File: config.mk
export PLATFORM = sky130hd
export DESIGN_NAME = clock_mode_ctrl_flat
export DESIGN_NICKNAME = d
export VERILOG_FILES = /design/src/rtl/clock_mode_ctrl_if.sv /design/src/rtl/clock_mode_ctrl.sv /design/src/flat_wrapper.sv
export SDC_FILE = /design/constraint.sdc
export NUM_CORES = 1
export LEC_CHECK = 0
export CORE_ASPECT_RATIO = 1.1
export CORE_MARGIN = 2
export CORE_UTILIZATION = 47
export CTS_CLUSTER_DIAMETER = 200
export DETAILED_ROUTE_END_ITERATION = 7
export SYNTH_ARGS = -nofsm -noshare
export SYNTH_HDL_FRONTEND = slang
export SYNTH_SLANG_ARGS = --single-unit
File: constraint.sdc
create_clock -name clk -period 2.29 [get_ports clk]
set_clock_uncertainty 0.05 [all_clocks]
set_input_delay 0.458 -clock clk [delete_from_list [all_inputs] [get_ports clk]]
set_output_delay 0.458 -clock clk [all_outputs]
set_load 0.1 [all_outputs]
File: src/rtl/clock_mode_ctrl_if.sv
// Control bundle between the debounced front panel and the stopwatch mode controller.
// The master drives the buttons and switches; the slave returns the strobes for the time core.
interface clock_mode_ctrl_if;
   logic btn_pause;
   logic sw_adj;
   logic sw_sel;
   logic tick_active;
   logic tick_1hz;
   logic tick_2hz;
   logic count_enable;
   logic use_2hz;
   logic sel_minutes;
   logic sel_seconds;
   logic adj_step_pulse;
   logic adj_step_hold;
   logic blink;

   modport master (
      output btn_pause, sw_adj, sw_sel,
      input  tick_active, tick_1hz, tick_2hz, count_enable, use_2hz,
             sel_minutes, sel_seconds, adj_step_pulse, adj_step_hold, blink
   );

   modport slave (
      input  btn_pause, sw_adj, sw_sel,
      output tick_active, tick_1hz, tick_2hz, count_enable, use_2hz,
             sel_minutes, sel_seconds, adj_step_pulse, adj_step_hold, blink
   );
endinterface

File: src/rtl/clock_mode_ctrl.sv
// Stopwatch mode controller: RUN/PAUSED/ADJUST state machine, 1 Hz/2 Hz tick scheduler
// and tap-versus-hold discrimination of the PAUSE button while adjusting.
module clock_mode_ctrl #(
   parameter int DIV_2HZ     = 50_000_000,
   parameter int HOLD_CYCLES = 50_000_000
) (
   input  logic            clk,
   input  logic            rst,
   clock_mode_ctrl_if.slave bus
);

   localparam int DIV_W  = $clog2(DIV_2HZ);
   localparam int HOLD_W = $clog2(HOLD_CYCLES + 1);

   localparam logic [DIV_W-1:0]  DIV_LAST = DIV_W'(DIV_2HZ - 1);
   localparam logic [HOLD_W-1:0] HOLD_MAX = HOLD_W'(HOLD_CYCLES);

   localparam logic [1:0] ST_RUN    = 2'd0;
   localparam logic [1:0] ST_PAUSED = 2'd1;
   localparam logic [1:0] ST_ADJUST = 2'd2;

   function automatic logic [HOLD_W-1:0] sat_inc(input logic [HOLD_W-1:0] v);
      return (v == HOLD_MAX) ? v : v + 1'b1;
   endfunction

   logic [1:0]        state;
   logic [1:0]        resume;
   logic              btn_q;
   logic              adj_q;
   logic [DIV_W-1:0]  div_cnt;
   logic              half;
   logic [HOLD_W-1:0] hold_cnt;

   logic tick_1hz_r;
   logic tick_2hz_r;
   logic count_enable_r;
   logic use_2hz_r;
   logic sel_minutes_r;
   logic sel_seconds_r;
   logic step_pulse_r;
   logic step_hold_r;
   logic blink_r;

   logic              press;
   logic              adj_rise;
   logic              adj_fall;
   logic [1:0]        state_nxt;
   logic [1:0]        resume_nxt;
   logic              transition;
   logic              in_adjust;
   logic              run_tb;
   logic              wrap;
   logic [DIV_W-1:0]  div_nxt;
   logic              half_nxt;
   logic [HOLD_W-1:0] hold_nxt;
   logic              step_hold_nxt;

   assign press    = bus.btn_pause & ~btn_q;
   assign adj_rise = bus.sw_adj & ~adj_q;
   assign adj_fall = ~bus.sw_adj & adj_q;

   // Adjust-switch edges outrank PAUSE presses, so a coincident press is simply dropped.
   always_comb begin
      state_nxt  = state;
      resume_nxt = resume;
      case (state)
         ST_RUN: begin
            if (adj_rise) begin
               state_nxt  = ST_ADJUST;
               resume_nxt = ST_RUN;
            end else if (press) begin
               state_nxt = ST_PAUSED;
            end
         end
         ST_PAUSED: begin
            if (adj_rise) begin
               state_nxt  = ST_ADJUST;
               resume_nxt = ST_PAUSED;
            end else if (press) begin
               state_nxt = ST_RUN;
            end
         end
         ST_ADJUST: begin
            if (adj_fall) begin
               state_nxt = resume;
            end
         end
         default: begin
            state_nxt  = ST_PAUSED;
            resume_nxt = ST_PAUSED;
         end
      endcase
   end

   assign transition = (state_nxt != state);
   assign in_adjust  = (state == ST_ADJUST) & ~transition;

   // The divider is parked while PAUSED and restarts from zero on every mode change,
   // which also swallows any tick that would have landed on the transition cycle.
   always_comb begin
      run_tb   = ~transition & (state != ST_PAUSED);
      wrap     = run_tb & (div_cnt == DIV_LAST);
      div_nxt  = (!run_tb || wrap) ? '0 : div_cnt + 1'b1;
      half_nxt = run_tb ? (half ^ wrap) : 1'b0;
   end

   always_comb begin
      hold_nxt = '0;
      if (in_adjust && bus.btn_pause && !press) begin
         hold_nxt = sat_inc(hold_cnt);
      end
      step_hold_nxt = in_adjust & bus.btn_pause & (hold_nxt == HOLD_MAX);
   end

   always_ff @(posedge clk) begin
      if (rst) begin
         state          <= ST_PAUSED;
         resume         <= ST_PAUSED;
         btn_q          <= 1'b0;
         adj_q          <= 1'b0;
         div_cnt        <= '0;
         half           <= 1'b0;
         hold_cnt       <= '0;
         tick_1hz_r     <= 1'b0;
         tick_2hz_r     <= 1'b0;
         count_enable_r <= 1'b0;
         use_2hz_r      <= 1'b0;
         sel_minutes_r  <= 1'b0;
         sel_seconds_r  <= 1'b0;
         step_pulse_r   <= 1'b0;
         step_hold_r    <= 1'b0;
         blink_r        <= 1'b0;
      end else begin
         state          <= state_nxt;
         resume         <= resume_nxt;
         btn_q          <= bus.btn_pause;
         adj_q          <= bus.sw_adj;
         div_cnt        <= div_nxt;
         half           <= half_nxt;
         hold_cnt       <= hold_nxt;
         tick_2hz_r     <= wrap;
         tick_1hz_r     <= wrap & half;
         count_enable_r <= (state_nxt == ST_RUN);
         use_2hz_r      <= (state_nxt == ST_ADJUST);
         sel_minutes_r  <= (state_nxt == ST_ADJUST) & ~bus.sw_sel;
         sel_seconds_r  <= (state_nxt == ST_ADJUST) & bus.sw_sel;
         step_pulse_r   <= in_adjust & press;
         step_hold_r    <= step_hold_nxt;
         blink_r        <= in_adjust & (blink_r ^ wrap);
      end
   end

   assign bus.tick_1hz       = tick_1hz_r;
   assign bus.tick_2hz       = tick_2hz_r;
   assign bus.tick_active    = use_2hz_r ? tick_2hz_r : tick_1hz_r;
   assign bus.count_enable   = count_enable_r;
   assign bus.use_2hz        = use_2hz_r;
   assign bus.sel_minutes    = sel_minutes_r;
   assign bus.sel_seconds    = sel_seconds_r;
   assign bus.adj_step_pulse = step_pulse_r;
   assign bus.adj_step_hold  = step_hold_r;
   assign bus.blink          = blink_r;

endmodule
File: src/flat_wrapper.sv
// flat-port wrapper written by rule: the top's interface ports become plain ports
module clock_mode_ctrl_flat 
#(
   parameter int DIV_2HZ     = 50_000_000,
   parameter int HOLD_CYCLES = 50_000_000
)
  (clk, rst, bus_btn_pause, bus_sw_adj, bus_sw_sel, bus_tick_active, bus_tick_1hz, bus_tick_2hz, bus_count_enable, bus_use_2hz, bus_sel_minutes, bus_sel_seconds, bus_adj_step_pulse, bus_adj_step_hold, bus_blink);
  clock_mode_ctrl_if bus_i ();
  input  logic clk;
  input  logic rst;
  input wire logic [$bits(bus_i.btn_pause)-1:0] bus_btn_pause;
  input wire logic [$bits(bus_i.sw_adj)-1:0] bus_sw_adj;
  input wire logic [$bits(bus_i.sw_sel)-1:0] bus_sw_sel;
  output wire logic [$bits(bus_i.tick_active)-1:0] bus_tick_active;
  output wire logic [$bits(bus_i.tick_1hz)-1:0] bus_tick_1hz;
  output wire logic [$bits(bus_i.tick_2hz)-1:0] bus_tick_2hz;
  output wire logic [$bits(bus_i.count_enable)-1:0] bus_count_enable;
  output wire logic [$bits(bus_i.use_2hz)-1:0] bus_use_2hz;
  output wire logic [$bits(bus_i.sel_minutes)-1:0] bus_sel_minutes;
  output wire logic [$bits(bus_i.sel_seconds)-1:0] bus_sel_seconds;
  output wire logic [$bits(bus_i.adj_step_pulse)-1:0] bus_adj_step_pulse;
  output wire logic [$bits(bus_i.adj_step_hold)-1:0] bus_adj_step_hold;
  output wire logic [$bits(bus_i.blink)-1:0] bus_blink;
  assign bus_i.btn_pause = bus_btn_pause;
  assign bus_i.sw_adj = bus_sw_adj;
  assign bus_i.sw_sel = bus_sw_sel;
  assign bus_tick_active = bus_i.tick_active;
  assign bus_tick_1hz = bus_i.tick_1hz;
  assign bus_tick_2hz = bus_i.tick_2hz;
  assign bus_count_enable = bus_i.count_enable;
  assign bus_use_2hz = bus_i.use_2hz;
  assign bus_sel_minutes = bus_i.sel_minutes;
  assign bus_sel_seconds = bus_i.sel_seconds;
  assign bus_adj_step_pulse = bus_i.adj_step_pulse;
  assign bus_adj_step_hold = bus_i.adj_step_hold;
  assign bus_blink = bus_i.blink;
  clock_mode_ctrl #(.DIV_2HZ(DIV_2HZ), .HOLD_CYCLES(HOLD_CYCLES)) u_core (.clk(clk), .rst(rst), .bus(bus_i));
endmodule
==> results of run 1 <==
## layout by cell type (no fill, tap or decap), types with 3 or more instances in the layout
master / count
sky130_fd_sc_hd__a211oi_1: 3
sky130_fd_sc_hd__a21oi_1: 6
sky130_fd_sc_hd__and2_1: 5
sky130_fd_sc_hd__and3_1: 3
sky130_fd_sc_hd__and4_1: 8
sky130_fd_sc_hd__buf_4: 37
sky130_fd_sc_hd__clkbuf_8: 9
sky130_fd_sc_hd__clkdlybuf4s50_1: 4
sky130_fd_sc_hd__clkinv_4: 3
sky130_fd_sc_hd__dfxtp_1: 66
sky130_fd_sc_hd__ha_1: 4
sky130_fd_sc_hd__inv_1: 10
sky130_fd_sc_hd__nand2_1: 20
sky130_fd_sc_hd__nand2b_1: 4
sky130_fd_sc_hd__nand3_1: 18
sky130_fd_sc_hd__nand4_1: 13
sky130_fd_sc_hd__nor2_1: 65
sky130_fd_sc_hd__nor2b_1: 11
sky130_fd_sc_hd__nor3_1: 16
sky130_fd_sc_hd__nor4_1: 5
sky130_fd_sc_hd__o21bai_1: 3
sky130_fd_sc_hd__or3_1: 4
sky130_fd_sc_hd__xnor2_1: 24
sky130_fd_sc_hd__xor2_1: 25
## sequential cells by signal, indices dropped and copies added (netlist names)
name / flops
u_core.bus.tick_2hz: 1
u_core.bus.sel_seconds: 1
u_core.adj_q: 1
u_core.resume: 1
u_core.bus.tick_1hz: 1
u_core.half: 1
u_core.btn_q: 1
u_core.bus.blink: 1
u_core.bus.count_enable: 1
u_core.bus.sel_minutes: 1
u_core.state: 2
u_core.bus.adj_step_pulse: 1
u_core.bus.adj_step_hold: 1
u_core.hold_cnt: 26
u_core.bus.use_2hz: 1
u_core.div_cnt: 26
## how the worst min path moves through the flow
stage | start | endpoint | slack, ps | cells past startpoint
CTS | u_core.div_cnt[0] | u_core.div_cnt[0] | 440 | 1
global route | u_core.div_cnt[0] | u_core.div_cnt[0] | 460 | 1
finish | u_core.div_cnt[0] | u_core.div_cnt[0] | 440 | 1
detailed placement | u_core.div_cnt[0] | u_core.div_cnt[0] | 420 | 1
floorplan | u_core.div_cnt[0] | u_core.div_cnt[0] | 390 | 1
global placement | u_core.div_cnt[0] | u_core.div_cnt[0] | 420 | 1
## power groups by stage
stage / combinational (µW) / sequential, µW / clock, µW
CTS: 92.8 / 1180 / 1130
detailed placement: 92.8 / 1210 / 0
global placement: 91.7 / 1210 / 0
global route: 99.8 / 1190 / 1190
finish: 91.9 / 1180 / 1100
floorplan: 33.4 / 1240 / 0
## timing repair
action	4_1_cts	5_1_grt
buffers inserted	0	0
resized for setup	0	3
endpoints found under the setup margin	0	2
hold endpoints to repair	0	0
hold buffers	0	0
## stage by stage
step / setup slack [ps] / TNS, ps / cell area [µm²] / power (µW)
3_3_place_gp: 7.89 / 0 / 3530 / 1300
6_report: 180 / 0 / 3760 / 2370
3_5_place_dp: -4.84 / -5.62 / 3530 / 1300
5_1_grt: 12.0 / 0 / 3760 / 2470
4_1_cts: 116 / 0 / 3750 / 2410
2_1_floorplan: 190 / 0 / 3190 / 1270
## cell families after synthesis
kind of cell / after synthesis
compound gates: 25
simple gates: 190
flops: 67
buf+inv: 27
mux: 3
xor+xnor: 49
fa+ha+maj: 4
## area by class of cell
class | instances | area (µm²) | area share (%)
tap | 82 | 103 | 2.73
clock inverter | 7 | 100 | 2.66
inverter | 10 | 37.5 | 0.998
multi-input combinational | 271 | 1720 | 45.7
timing repair buffer | 42 | 338 | 8.98
sequential | 67 | 1340 | 35.7
clock buffer | 9 | 124 | 3.29
## metal layers
metal | global-route usage (%) | vias up | part of all wire, %
met3 | 4.70 | 7 | 3.7
met5 | 0 | - | 0
met2 | 28.1 | 40 | 47
li1 | - | 1318 | -
met1 | 24.3 | 1169 | 48
met4 | 7.79 | 0 | 1.5
## critical path: stages, from the launching register on
cell and delay (ps):
sky130_fd_sc_hd__dfxtp_2 370, sky130_fd_sc_hd__ha_1 190, sky130_fd_sc_hd__nand2_1 80, sky130_fd_sc_hd__or4_4 520, sky130_fd_sc_hd__nor2_4 150, sky130_fd_sc_hd__nand3_2 90
sky130_fd_sc_hd__a2111oi_2 390, sky130_fd_sc_hd__and4_1 220
==> flow_results.xml, run 1 <==
<?xml version="1.0" encoding="UTF-8"?>
<metrics>
  <group name="cts">
    <metric name="htreeDepth" unit="">3</metric>
    <metric name="clk_transition_reported_paths" unit="ps">80</metric>
    <metric name="cts_tree" unit="">yes</metric>
    <metric name="root_buffer" unit="">sky130_fd_sc_hd__clkbuf_8</metric>
    <metric name="cts.sink_count" unit="">67</metric>
    <metric name="latest_clock_arrival_within_the_worst_skew_pair" unit="ps">340</metric>
    <metric name="clk_path_buf_depth" unit="">2</metric>
    <metric name="cts_buffers" unit="">9</metric>
  </group>
  <group name="pwr">
    <metric name="comb_power_share" unit="%">3.9</metric>
    <metric name="power.sequential.fraction" unit="%">49.9</metric>
    <metric name="internal-power" unit="µW">1830</metric>
    <metric name="power_frac_clock" unit="%">46.3</metric>
    <metric name="vdd.ir_drop.worst" unit="µV">389</metric>
    <metric name="leakage" unit="µW">0.00126</metric>
    <metric name="power.density_cell_area" unit="mW/mm²">631</metric>
    <metric name="netSwitchingPower" unit="µW">547</metric>
    <metric name="power_switching_share" unit="%">23.0</metric>
  </group>
  <group name="synthesis">
    <metric name="post_synth.cell_area_avg" unit="µm²">8.74</metric>
    <metric name="number_of_enable_flip_flop_cells_after_synthesis" unit="">0</metric>
    <metric name="synth.most_common_cell" unit="">sky130_fd_sc_hd__dfxtp_1</metric>
    <metric name="synth_simple_gate_area_share" unit="%">31.8</metric>
    <metric name="postSynthRegisterBits" unit="">67</metric>
    <metric name="synth_area" unit="mm²">0.00319</metric>
    <metric name="yosys-top-cells-count" unit="">67 x sky130_fd_sc_hd__dfxtp_1, 65 x sky130_fd_sc_hd__nor2_1, 25 x sky130_fd_sc_hd__xor2_1</metric>
    <metric name="synth_largest_area_cell" unit="">sky130_fd_sc_hd__dfxtp_1</metric>
    <metric name="synth_top_cell_area_share" unit="%">42.0</metric>
    <metric name="ys_types" unit="">51</metric>
    <metric name="synthTopCellsByArea" unit="">sky130_fd_sc_hd__dfxtp_1 42%, sky130_fd_sc_hd__nor2_1 7.6%, sky130_fd_sc_hd__xor2_1 6.9%</metric>
    <metric name="synth.yosys.warnings" unit="">0</metric>
    <metric name="synth-adder-area-share" unit="%">1.57</metric>
    <metric name="synth_instances" unit="">365</metric>
    <metric name="async_reset_ff_share" unit="%">0</metric>
    <metric name="net_count_after_synthesis" unit="">374</metric>
    <metric name="fraction_of_synthesized_area_in_multiplexers" unit="%">0.980</metric>
    <metric name="synth.yosys.seq_area_share" unit="%">42.0</metric>
    <metric name="yosys_most_used_dff" unit="">sky130_fd_sc_hd__dfxtp_1</metric>
    <metric name="synth-compound-area-share" unit="%">5.72</metric>
    <metric name="largest_family_of_logic_cells_by_synthesized_area" unit="">simple AND/OR/NAND/NOR gates</metric>
    <metric name="synth_area_in_xor_xnor" unit="%">13.4</metric>
  </group>
  <group name="critical_path">
    <metric name="critical_path.endpoint" unit="">u_core.bus.adj_step_hold</metric>
    <metric name="critPathKind" unit="">reg -&gt; reg</metric>
    <metric name="timing.reg2reg.worst_path_depth" unit="">7</metric>
    <metric name="worstSetupEndpointType" unit="">flip-flop</metric>
    <metric name="r2r_setup_slack" unit="ps">180</metric>
    <metric name="worstPathArrival" unit="ps">2350</metric>
    <metric name="crit_required" unit="ps">2530</metric>
    <metric name="cp-startpoint" unit="">u_core.hold_cnt[0]</metric>
    <metric name="crit_path_start_kind" unit="">flip-flop</metric>
    <metric name="crit-reg2reg-launch" unit="">u_core.hold_cnt[0]</metric>
    <metric name="critical_path_peak_fanout" unit="">7</metric>
    <metric name="destination_of_the_worst_register_to_register_timing_path" unit="">u_core.bus.adj_step_hold</metric>
  </group>
  <group name="sta">
    <metric name="slew_at_the_pin_with_the_worst_max_slew_slack" unit="ps">355</metric>
    <metric name="finalSetupViolCount" unit="">0</metric>
    <metric name="max_freq" unit="GHz">0.474</metric>
    <metric name="post-route-period-util" unit="%">92.1</metric>
    <metric name="slew_headroom" unit="%">76.1</metric>
    <metric name="final_max_slew_viol_count" unit="">0</metric>
    <metric name="grt_setup_unrepaired" unit="">false</metric>
    <metric name="period_minus_slack" unit="ps">2110</metric>
    <metric name="finalHoldWorstSlack" unit="ps">436</metric>
    <metric name="report.final.hold_viol_count" unit="">0</metric>
  </group>
  <group name="floorplanning">
    <metric name="fp.dieArea" unit="mm²">0.00747</metric>
    <metric name="std_cell_rows" unit="">31</metric>
    <metric name="io-pin-count" unit="">15</metric>
    <metric name="die_width" unit="µm">82.6</metric>
    <metric name="initial_core_util" unit="%">48.4</metric>
    <metric name="floorplan.die.height" unit="µm">90.4</metric>
    <metric name="core_area" unit="mm²">0.00659</metric>
  </group>
  <group name="global_route">
    <metric name="antenna_found_initial" unit="">0</metric>
    <metric name="grt-ovfl-total" unit="">0</metric>
    <metric name="grt_pass1_vias" unit="">2362</metric>
    <metric name="grt_first_pass_wirelength" unit="µm">10600</metric>
    <metric name="gr-usage-all-layers" unit="%">18.4</metric>
    <metric name="grt_start_max_net_pins" unit="">26</metric>
  </group>
  <group name="run_status">
    <metric name="status" unit="">completed</metric>
  </group>
  <group name="placed_design">
    <metric name="placer_congestion_estimate" unit="">0.802</metric>
    <metric name="place.detailed.instances" unit="">472</metric>
    <metric name="numPortBuffers" unit="">14</metric>
    <metric name="detailedPlacementHpwl" unit="µm">4460</metric>
  </group>
  <group name="job">
    <metric name="drv.max_cap_violation_count" unit="">0</metric>
  </group>
  <group name="detailed_routing">
    <metric name="via_per_inst" unit="">5.19</metric>
    <metric name="detailedRoute.firstIterationViolations" unit="">120</metric>
    <metric name="dr_pass1_iterations" unit="">4</metric>
    <metric name="detail_route.wirelength" unit="µm">6220</metric>
    <metric name="drc_violations" unit="">0</metric>
    <metric name="post_drt_wl_per_cell" unit="µm">12.8</metric>
    <metric name="via_count" unit="">2534</metric>
    <metric name="ant_nets" unit="">0</metric>
  </group>
  <group name="cells_and_area">
    <metric name="finalNetCount" unit="">410</metric>
    <metric name="flow.area_growth_from_synthesis" unit="%">17.9</metric>
    <metric name="layout.filler_cells" unit="">614</metric>
    <metric name="postLayoutCoreUtil" unit="%">57.1</metric>
    <metric name="layout.cells.non_filler" unit="">488</metric>
    <metric name="n_antenna_cell" unit="">0</metric>
    <metric name="post_route_cells_drive_above_1_share" unit="%">16.5</metric>
  </group>
  <group name="hold_path">
    <metric name="hold_class" unit="">reg -&gt; reg</metric>
  </group>
</metrics>
Note: power is estimated with default switching activity, not from simulation.
==> run 2: changes to the inputs <==
==> constraint.sdc (replaced) <==
create_clock -name clk -period 2.2 [get_ports clk]
set_clock_uncertainty 0.05 [all_clocks]
set_input_delay 0.44 -clock clk [delete_from_list [all_inputs] [get_ports clk]]
set_output_delay 0.44 -clock clk [all_outputs]
set_load 0.1 [all_outputs]
==> flow_results.xml, run 2 (synthesized netlist as in run 1, its figures left out) <==
<?xml version="1.0" encoding="UTF-8"?>
<metrics>
  <group name="run_status">
    <metric name="status" unit="">completed</metric>
  </group>
  <group name="critical_path">
    <metric name="crit-reg2reg-launch" unit="">u_core.hold_cnt[0]</metric>
    <metric name="destination_of_the_worst_register_to_register_timing_path" unit="">u_core.bus.adj_step_hold</metric>
    <metric name="worstPathArrival" unit="ps">2300</metric>
    <metric name="r2r_setup_slack" unit="ps">90</metric>
    <metric name="worstSetupEndpointType" unit="">flip-flop</metric>
    <metric name="crit_path_start_kind" unit="">flip-flop</metric>
    <metric name="critPathKind" unit="">reg -&gt; reg</metric>
    <metric name="crit_required" unit="ps">2390</metric>
    <metric name="critical_path_peak_fanout" unit="">8</metric>
    <metric name="timing.reg2reg.worst_path_depth" unit="">8</metric>
  </group>
  <group name="detailed_routing">
    <metric name="dr_pass1_iterations" unit="">4</metric>
    <metric name="ant_nets" unit="">0</metric>
    <metric name="drc_violations" unit="">0</metric>
    <metric name="detail_route.wirelength" unit="µm">6270</metric>
    <metric name="post_drt_wl_per_cell" unit="µm">12.6</metric>
    <metric name="via_count" unit="">2574</metric>
    <metric name="via_per_inst" unit="">5.19</metric>
    <metric name="detailedRoute.firstIterationViolations" unit="">172</metric>
  </group>
  <group name="floorplanning">
    <metric name="fp.dieArea" unit="mm²">0.00747</metric>
    <metric name="die_width" unit="µm">82.6</metric>
    <metric name="std_cell_rows" unit="">31</metric>
    <metric name="floorplan.die.height" unit="µm">90.4</metric>
    <metric name="initial_core_util" unit="%">48.4</metric>
    <metric name="io-pin-count" unit="">15</metric>
    <metric name="core_area" unit="mm²">0.00659</metric>
  </group>
  <group name="pwr">
    <metric name="leakage" unit="µW">0.00130</metric>
    <metric name="vdd.ir_drop.worst" unit="µV">390</metric>
    <metric name="comb_power_share" unit="%">4.1</metric>
    <metric name="power.density_cell_area" unit="mW/mm²">638</metric>
    <metric name="power_frac_clock" unit="%">45.8</metric>
    <metric name="netSwitchingPower" unit="µW">560</metric>
    <metric name="power_switching_share" unit="%">22.7</metric>
    <metric name="power.sequential.fraction" unit="%">50.1</metric>
    <metric name="internal-power" unit="µW">1900</metric>
  </group>
  <group name="global_route">
    <metric name="gr-usage-all-layers" unit="%">18.2</metric>
    <metric name="grt-ovfl-total" unit="">0</metric>
    <metric name="antenna_found_initial" unit="">0</metric>
    <metric name="grt_first_pass_wirelength" unit="µm">10700</metric>
    <metric name="grt_start_max_net_pins" unit="">26</metric>
    <metric name="grt_pass1_vias" unit="">2411</metric>
  </group>
  <group name="placed_design">
    <metric name="detailedPlacementHpwl" unit="µm">4450</metric>
    <metric name="numPortBuffers" unit="">14</metric>
    <metric name="place.detailed.instances" unit="">479</metric>
    <metric name="placer_congestion_estimate" unit="">0.800</metric>
    <metric name="dp_worst_setup_slack" unit="ps">-58.3</metric>
  </group>
  <group name="hold_path">
    <metric name="holdPathEnd" unit="">u_core.div_cnt[0]</metric>
    <metric name="hold_path_depth" unit="">1</metric>
    <metric name="hold_class" unit="">reg -&gt; reg</metric>
    <metric name="holdCritStartpoint" unit="">u_core.div_cnt[0]</metric>
  </group>
  <group name="sta">
    <metric name="slew_headroom" unit="%">69.4</metric>
    <metric name="period_minus_slack" unit="ps">2110</metric>
    <metric name="finalSetupViolCount" unit="">0</metric>
    <metric name="crit_path_setup_slack_layout" unit="ps">88.0</metric>
    <metric name="post-route-period-util" unit="%">96.0</metric>
    <metric name="max_freq" unit="GHz">0.473</metric>
    <metric name="slew_at_the_pin_with_the_worst_max_slew_slack" unit="ps">457</metric>
    <metric name="report.final.hold_viol_count" unit="">0</metric>
    <metric name="final_max_slew_viol_count" unit="">0</metric>
    <metric name="finalHoldWorstSlack" unit="ps">441</metric>
  </group>
  <group name="cts">
    <metric name="clk_path_buf_depth" unit="">2</metric>
    <metric name="cts_tree" unit="">yes</metric>
    <metric name="cts.sink_count" unit="">67</metric>
    <metric name="cts_hold_buffers" unit="">0</metric>
    <metric name="clk_transition_reported_paths" unit="ps">80</metric>
    <metric name="root_buffer" unit="">sky130_fd_sc_hd__clkbuf_8</metric>
    <metric name="cts_buffers" unit="">9</metric>
    <metric name="htreeDepth" unit="">3</metric>
    <metric name="latest_clock_arrival_within_the_worst_skew_pair" unit="ps">350</metric>
  </group>
  <group name="cells_and_area">
    <metric name="layout.cells.non_filler" unit="">496</metric>
    <metric name="finalNetCount" unit="">418</metric>
    <metric name="most_frequent_standard_cell_in_the_layout_excluding_fill_and_tap_cells" unit="">sky130_fd_sc_hd__dfxtp_1</metric>
    <metric name="n_antenna_cell" unit="">0</metric>
    <metric name="flow.area_growth_from_synthesis" unit="%">20.9</metric>
    <metric name="largest_registers" unit="">u_core.div_cnt: 26 flops, u_core.hold_cnt: 26 flops, u_core.state: 2 flops</metric>
    <metric name="post_route_cells_drive_above_1_share" unit="%">19.8</metric>
    <metric name="most-common-layout-cells" unit="">65 x sky130_fd_sc_hd__dfxtp_1, 64 x sky130_fd_sc_hd__nor2_1, 44 x sky130_fd_sc_hd__buf_4</metric>
  </group>
  <group name="job">
    <metric name="drv.max_cap_violation_count" unit="">0</metric>
  </group>
</metrics>
-- run 2: cell types whose count changed in the layout (fill, tap and decap cells not counted), sizes merged --
cell | before | now
buf | 38 | 46
clkbuf | 9 | 10
clkinv | 4 | 1
clkinvlp | 0 | 2
-- run 2: metal layers --
layer / up-vias / track usage, % / wire length (µm)
met2: 30 / 28.6 / 3030
li1: 1336 / - / -
met3: 8 / 3.80 / 164
met5: - / 0 / 0
met4: 0 / 8.20 / 81
met1: 1200 / 23.5 / 2990
-- run 2: worst max path at each step --
stage                                  start                       end  slack, ps  cells after the start
after floorplan           u_core.hold_cnt[1]  u_core.bus.adj_step_hold        100                      8
after global placement            bus_sw_adj  u_core.bus.adj_step_hold        -50                      6
after detailed placement          bus_sw_adj       u_core.hold_cnt[18]        -60                      6
after CTS                 u_core.hold_cnt[3]  u_core.bus.adj_step_hold         90                      7
after global routing      u_core.hold_cnt[0]  u_core.bus.adj_step_hold        -30                      8
final                     u_core.hold_cnt[0]  u_core.bus.adj_step_hold         90                      8
-- run 2: area by class of cell --
type                       count  area (µm²)
clock buffer                  10         128
clock inverter                 6        88.8
fill                         632        2740
inverter                      10        37.5
multi-input combinational    271        1760
sequential                    67        1340
tap                           82         103
timing repair buffer          50         402
-- run 2: metrics by stage --
step           utilization, %  instance area [µm²]  setup TNS (ps)  total power (µW)
2_1_floorplan               -                 3190               0              1330
4_1_cts                  57.6                 3790               0              2500
3_5_place_dp             54.3                 3580           -1010              1360
5_1_grt                  58.5                 3860           -27.6              2560
3_3_place_gp             54.3                 3580            -271              1360
6_report                 58.5                 3860               0              2460
-- run 2: power groups by stage --
stage	logic, µW	registers [µW]	clock network [µW]
floorplan	34.7	1290	0
global placement	101	1260	0
detailed placement	102	1260	0
CTS	102	1230	1160
global route	109	1230	1210
finish	101	1230	1130
-- run 2: critical path, stage by stage (launching register included) --
cell and delay, ps:
sky130_fd_sc_hd__dfxtp_2 340, sky130_fd_sc_hd__ha_2 190, sky130_fd_sc_hd__nand2_2 70, sky130_fd_sc_hd__or4_4 610, sky130_fd_sc_hd__buf_6 170, sky130_fd_sc_hd__nor3_2 150
sky130_fd_sc_hd__xnor2_1 170, sky130_fd_sc_hd__nor2_1 90, sky130_fd_sc_hd__and4_1 170
-- run 2: repair_timing --
item | 4_1_cts | 5_1_grt
endpoints found under the setup margin | 0 | 1
gates resized for setup | 0 | 13
setup buffers | 0 | 1
==> run 3: changes to the inputs <==
--- a/config.mk
+++ b/config.mk
@@ -5,6 +5,7 @@
 export SDC_FILE = /design/constraint.sdc
 export NUM_CORES = 1
 export LEC_CHECK = 0
+export CAP_MARGIN = 20
 export CORE_ASPECT_RATIO = 1.1
 export CORE_MARGIN = 2
 export CORE_UTILIZATION = 47
==> constraint.sdc (replaced) <==
create_clock -name clk -period 2 [get_ports clk]
set_clock_uncertainty 0.05 [all_clocks]
set_input_delay 0.4 -clock clk [delete_from_list [all_inputs] [get_ports clk]]
set_output_delay 0.4 -clock clk [all_outputs]
set_load 0.1 [all_outputs]
==> flow_results.xml, run 3 (synthesized netlist as in run 1, its figures left out) <==
<?xml version="1.0" encoding="UTF-8"?>
<metrics>
  <group name="run_status">
    <metric name="status" unit="">completed</metric>
  </group>
  <group name="floorplanning">
    <metric name="core_area" unit="mm²">0.00659</metric>
    <metric name="fp.dieArea" unit="mm²">0.00747</metric>
    <metric name="floorplan.die.height" unit="µm">90.4</metric>
    <metric name="std_cell_rows" unit="">31</metric>
    <metric name="io-pin-count" unit="">15</metric>
    <metric name="die_width" unit="µm">82.6</metric>
    <metric name="initial_core_util" unit="%">48.4</metric>
  </group>
  <group name="placed_design">
    <metric name="placer_congestion_estimate" unit="">0.799</metric>
    <metric name="numPortBuffers" unit="">14</metric>
    <metric name="postPlaceCellArea" unit="mm²">0.00377</metric>
    <metric name="detailedPlacementHpwl" unit="µm">4690</metric>
    <metric name="place.detailed.instances" unit="">502</metric>
  </group>
  <group name="detailed_routing">
    <metric name="detail_route.wirelength" unit="µm">6580</metric>
    <metric name="via_per_inst" unit="">5.10</metric>
    <metric name="dr_pass1_iterations" unit="">4</metric>
    <metric name="detailedRoute.firstIterationViolations" unit="">118</metric>
    <metric name="via_count" unit="">2651</metric>
    <metric name="drc_violations" unit="">0</metric>
    <metric name="ant_nets" unit="">0</metric>
    <metric name="post_drt_wl_per_cell" unit="µm">12.7</metric>
  </group>
  <group name="critical_path">
    <metric name="worstSetupEndpointType" unit="">flip-flop</metric>
    <metric name="slowest_stage_delay_cp" unit="ps">500</metric>
    <metric name="worstPathArrival" unit="ps">2230</metric>
    <metric name="cp_num_buf_inv" unit="">0</metric>
    <metric name="crit_required" unit="ps">2240</metric>
    <metric name="crit_path_start_kind" unit="">flip-flop</metric>
    <metric name="critPathSlowestCell" unit="">sky130_fd_sc_hd__or4_4</metric>
    <metric name="timing.reg2reg.worst_path_depth" unit="">7</metric>
    <metric name="path_delay_family" unit="">simple AND/OR/NAND/NOR gates</metric>
    <metric name="crit-reg2reg-launch" unit="">u_core.hold_cnt[1]</metric>
    <metric name="timing.critical_path.cells" unit="">ha_4 &gt; nand2_4 &gt; or4_4 &gt; nor2_4 &gt; nand3_2 &gt; a2111oi_4 &gt; and4_1</metric>
    <metric name="r2r_setup_slack" unit="ps">8</metric>
    <metric name="critPathKind" unit="">reg -&gt; reg</metric>
    <metric name="critical_path_peak_fanout" unit="">7</metric>
    <metric name="destination_of_the_worst_register_to_register_timing_path" unit="">u_core.bus.adj_step_hold</metric>
  </group>
  <group name="cells_and_area">
    <metric name="most-common-layout-cells" unit="">68 x sky130_fd_sc_hd__buf_4, 64 x sky130_fd_sc_hd__nor2_1, 58 x sky130_fd_sc_hd__dfxtp_1</metric>
    <metric name="layout.cells.non_filler" unit="">520</metric>
    <metric name="largest_registers" unit="">u_core.div_cnt: 26 flops, u_core.hold_cnt: 26 flops, u_core.state: 2 flops</metric>
    <metric name="most_frequent_standard_cell_in_the_layout_excluding_fill_and_tap_cells" unit="">sky130_fd_sc_hd__buf_4</metric>
    <metric name="final_cell_area" unit="mm²">0.00411</metric>
    <metric name="postLayoutCoreUtil" unit="%">62.3</metric>
    <metric name="post_route_cells_drive_above_1_share" unit="%">27.9</metric>
    <metric name="finalNetCount" unit="">442</metric>
    <metric name="flow.area_growth_from_synthesis" unit="%">28.8</metric>
    <metric name="n_antenna_cell" unit="">0</metric>
  </group>
  <group name="global_route">
    <metric name="gr-usage-met2" unit="%">31.6</metric>
    <metric name="grt_pass1_vias" unit="">2605</metric>
    <metric name="gr_layer_usage_met1" unit="%">23.8</metric>
    <metric name="gr-usage-all-layers" unit="%">19.3</metric>
    <metric name="antenna_found_initial" unit="">0</metric>
    <metric name="grtUsageMet3" unit="%">5.20</metric>
    <metric name="grt_first_pass_wirelength" unit="µm">11200</metric>
    <metric name="grt_busiest_layer" unit="">met2</metric>
    <metric name="grt-ovfl-total" unit="">0</metric>
    <metric name="grt_start_max_net_pins" unit="">26</metric>
  </group>
  <group name="hold_path">
    <metric name="holdPathEnd" unit="">u_core.div_cnt[0]</metric>
    <metric name="hold_class" unit="">reg -&gt; reg</metric>
    <metric name="hold_path_depth" unit="">1</metric>
    <metric name="holdCritStartpoint" unit="">u_core.div_cnt[0]</metric>
  </group>
  <group name="sta">
    <metric name="report.final.hold_viol_count" unit="">0</metric>
    <metric name="finalHoldWorstSlack" unit="ps">442</metric>
    <metric name="grt_setup_unrepaired" unit="">true</metric>
    <metric name="slew_at_the_pin_with_the_worst_max_slew_slack" unit="ps">343</metric>
    <metric name="final_max_slew_viol_count" unit="">0</metric>
    <metric name="period_minus_slack" unit="ps">1990</metric>
    <metric name="max_freq" unit="GHz">0.502</metric>
    <metric name="slew_headroom" unit="%">77.0</metric>
    <metric name="setup_total_negative_slack" unit="ps">0</metric>
    <metric name="post-route-period-util" unit="%">99.6</metric>
    <metric name="finalSetupViolCount" unit="">0</metric>
  </group>
  <group name="cts">
    <metric name="clk_transition_reported_paths" unit="ps">80</metric>
    <metric name="htreeDepth" unit="">3</metric>
    <metric name="cts.sink_count" unit="">67</metric>
    <metric name="root_buffer" unit="">sky130_fd_sc_hd__clkbuf_8</metric>
    <metric name="cts_tree" unit="">yes</metric>
    <metric name="clk_path_buf_depth" unit="">2</metric>
    <metric name="cts_buffers" unit="">9</metric>
    <metric name="cts_hold_buffers" unit="">0</metric>
    <metric name="latest_clock_arrival_within_the_worst_skew_pair" unit="ps">340</metric>
  </group>
  <group name="pwr">
    <metric name="vdd.ir_drop.worst" unit="µV">451</metric>
    <metric name="leakage" unit="µW">0.00144</metric>
    <metric name="power.density_cell_area" unit="mW/mm²">645</metric>
  </group>
  <group name="job">
    <metric name="drv.max_cap_violation_count" unit="">0</metric>
  </group>
</metrics>
run 3: cell count changes in the layout (fill, tap and decap cells not counted), sizes merged:
| cell | previous run | this run |
|---|---|---|
| clkinv | 1 | 2 |
| bufinv | 2 | 1 |
| clkbuf | 10 | 11 |
| buf | 46 | 70 |
| clkinvlp | 2 | 1 |
run 3: routing by layer:
layer  part of all wire (%)  vias to the layer above
met5                      0                        -
met4                    1.8                        0
met3                    2.7                        8
met2                     48                       32
met1                     47                     1229
li1                       -                     1382
run 3: worst max path at each step:
stage | start | endpoint | slack, ps | cells after the start
6_report | u_core.hold_cnt[1] | u_core.bus.adj_step_hold | 8 | 7
5_1_grt | u_core.hold_cnt[1] | u_core.bus.adj_step_hold | -130 | 8
4_1_cts | u_core.hold_cnt[5] | u_core.bus.adj_step_hold | 7 | 6
2_1_floorplan | u_core.hold_cnt[1] | u_core.bus.adj_step_hold | -30 | 8
3_5_place_dp | bus_sw_adj | u_core.hold_cnt[18] | -250 | 6
3_3_place_gp | bus_sw_adj | u_core.hold_cnt[18] | -220 | 6
run 3: report_power, final:
part / internal (µW) / switching [µW] / total [µW]
Clock: 648 / 533 / 1180
Combinational: 46.5 / 72.4 / 119
Sequential: 1340 / 8.51 / 1350
run 3: stage by stage:
stage,power (µW),worst slack [ps]
finish,2650,7.95
global route,2760,-125
CTS,2700,7.04
detailed placement,1510,-254
global placement,1500,-223
floorplan,1460,-33.9
run 3: layout make-up:
cell class | count | area (µm²)
Clock buffer | 11 | 151
Clock inverter | 5 | 60.1
Fill cell | 612 | 2480
Inverter | 10 | 37.5
Multi-Input combinational cell | 271 | 1810
Sequential cell | 67 | 1360
Tap cell | 82 | 103
Timing Repair Buffer | 74 | 591
run 3: what timing repair did:
action | CTS | global route
resized for setup | 9 | 16
pin swaps | 1 | 3
buffers inserted | 0 | 2
endpoints found under the setup margin | 1 | 6
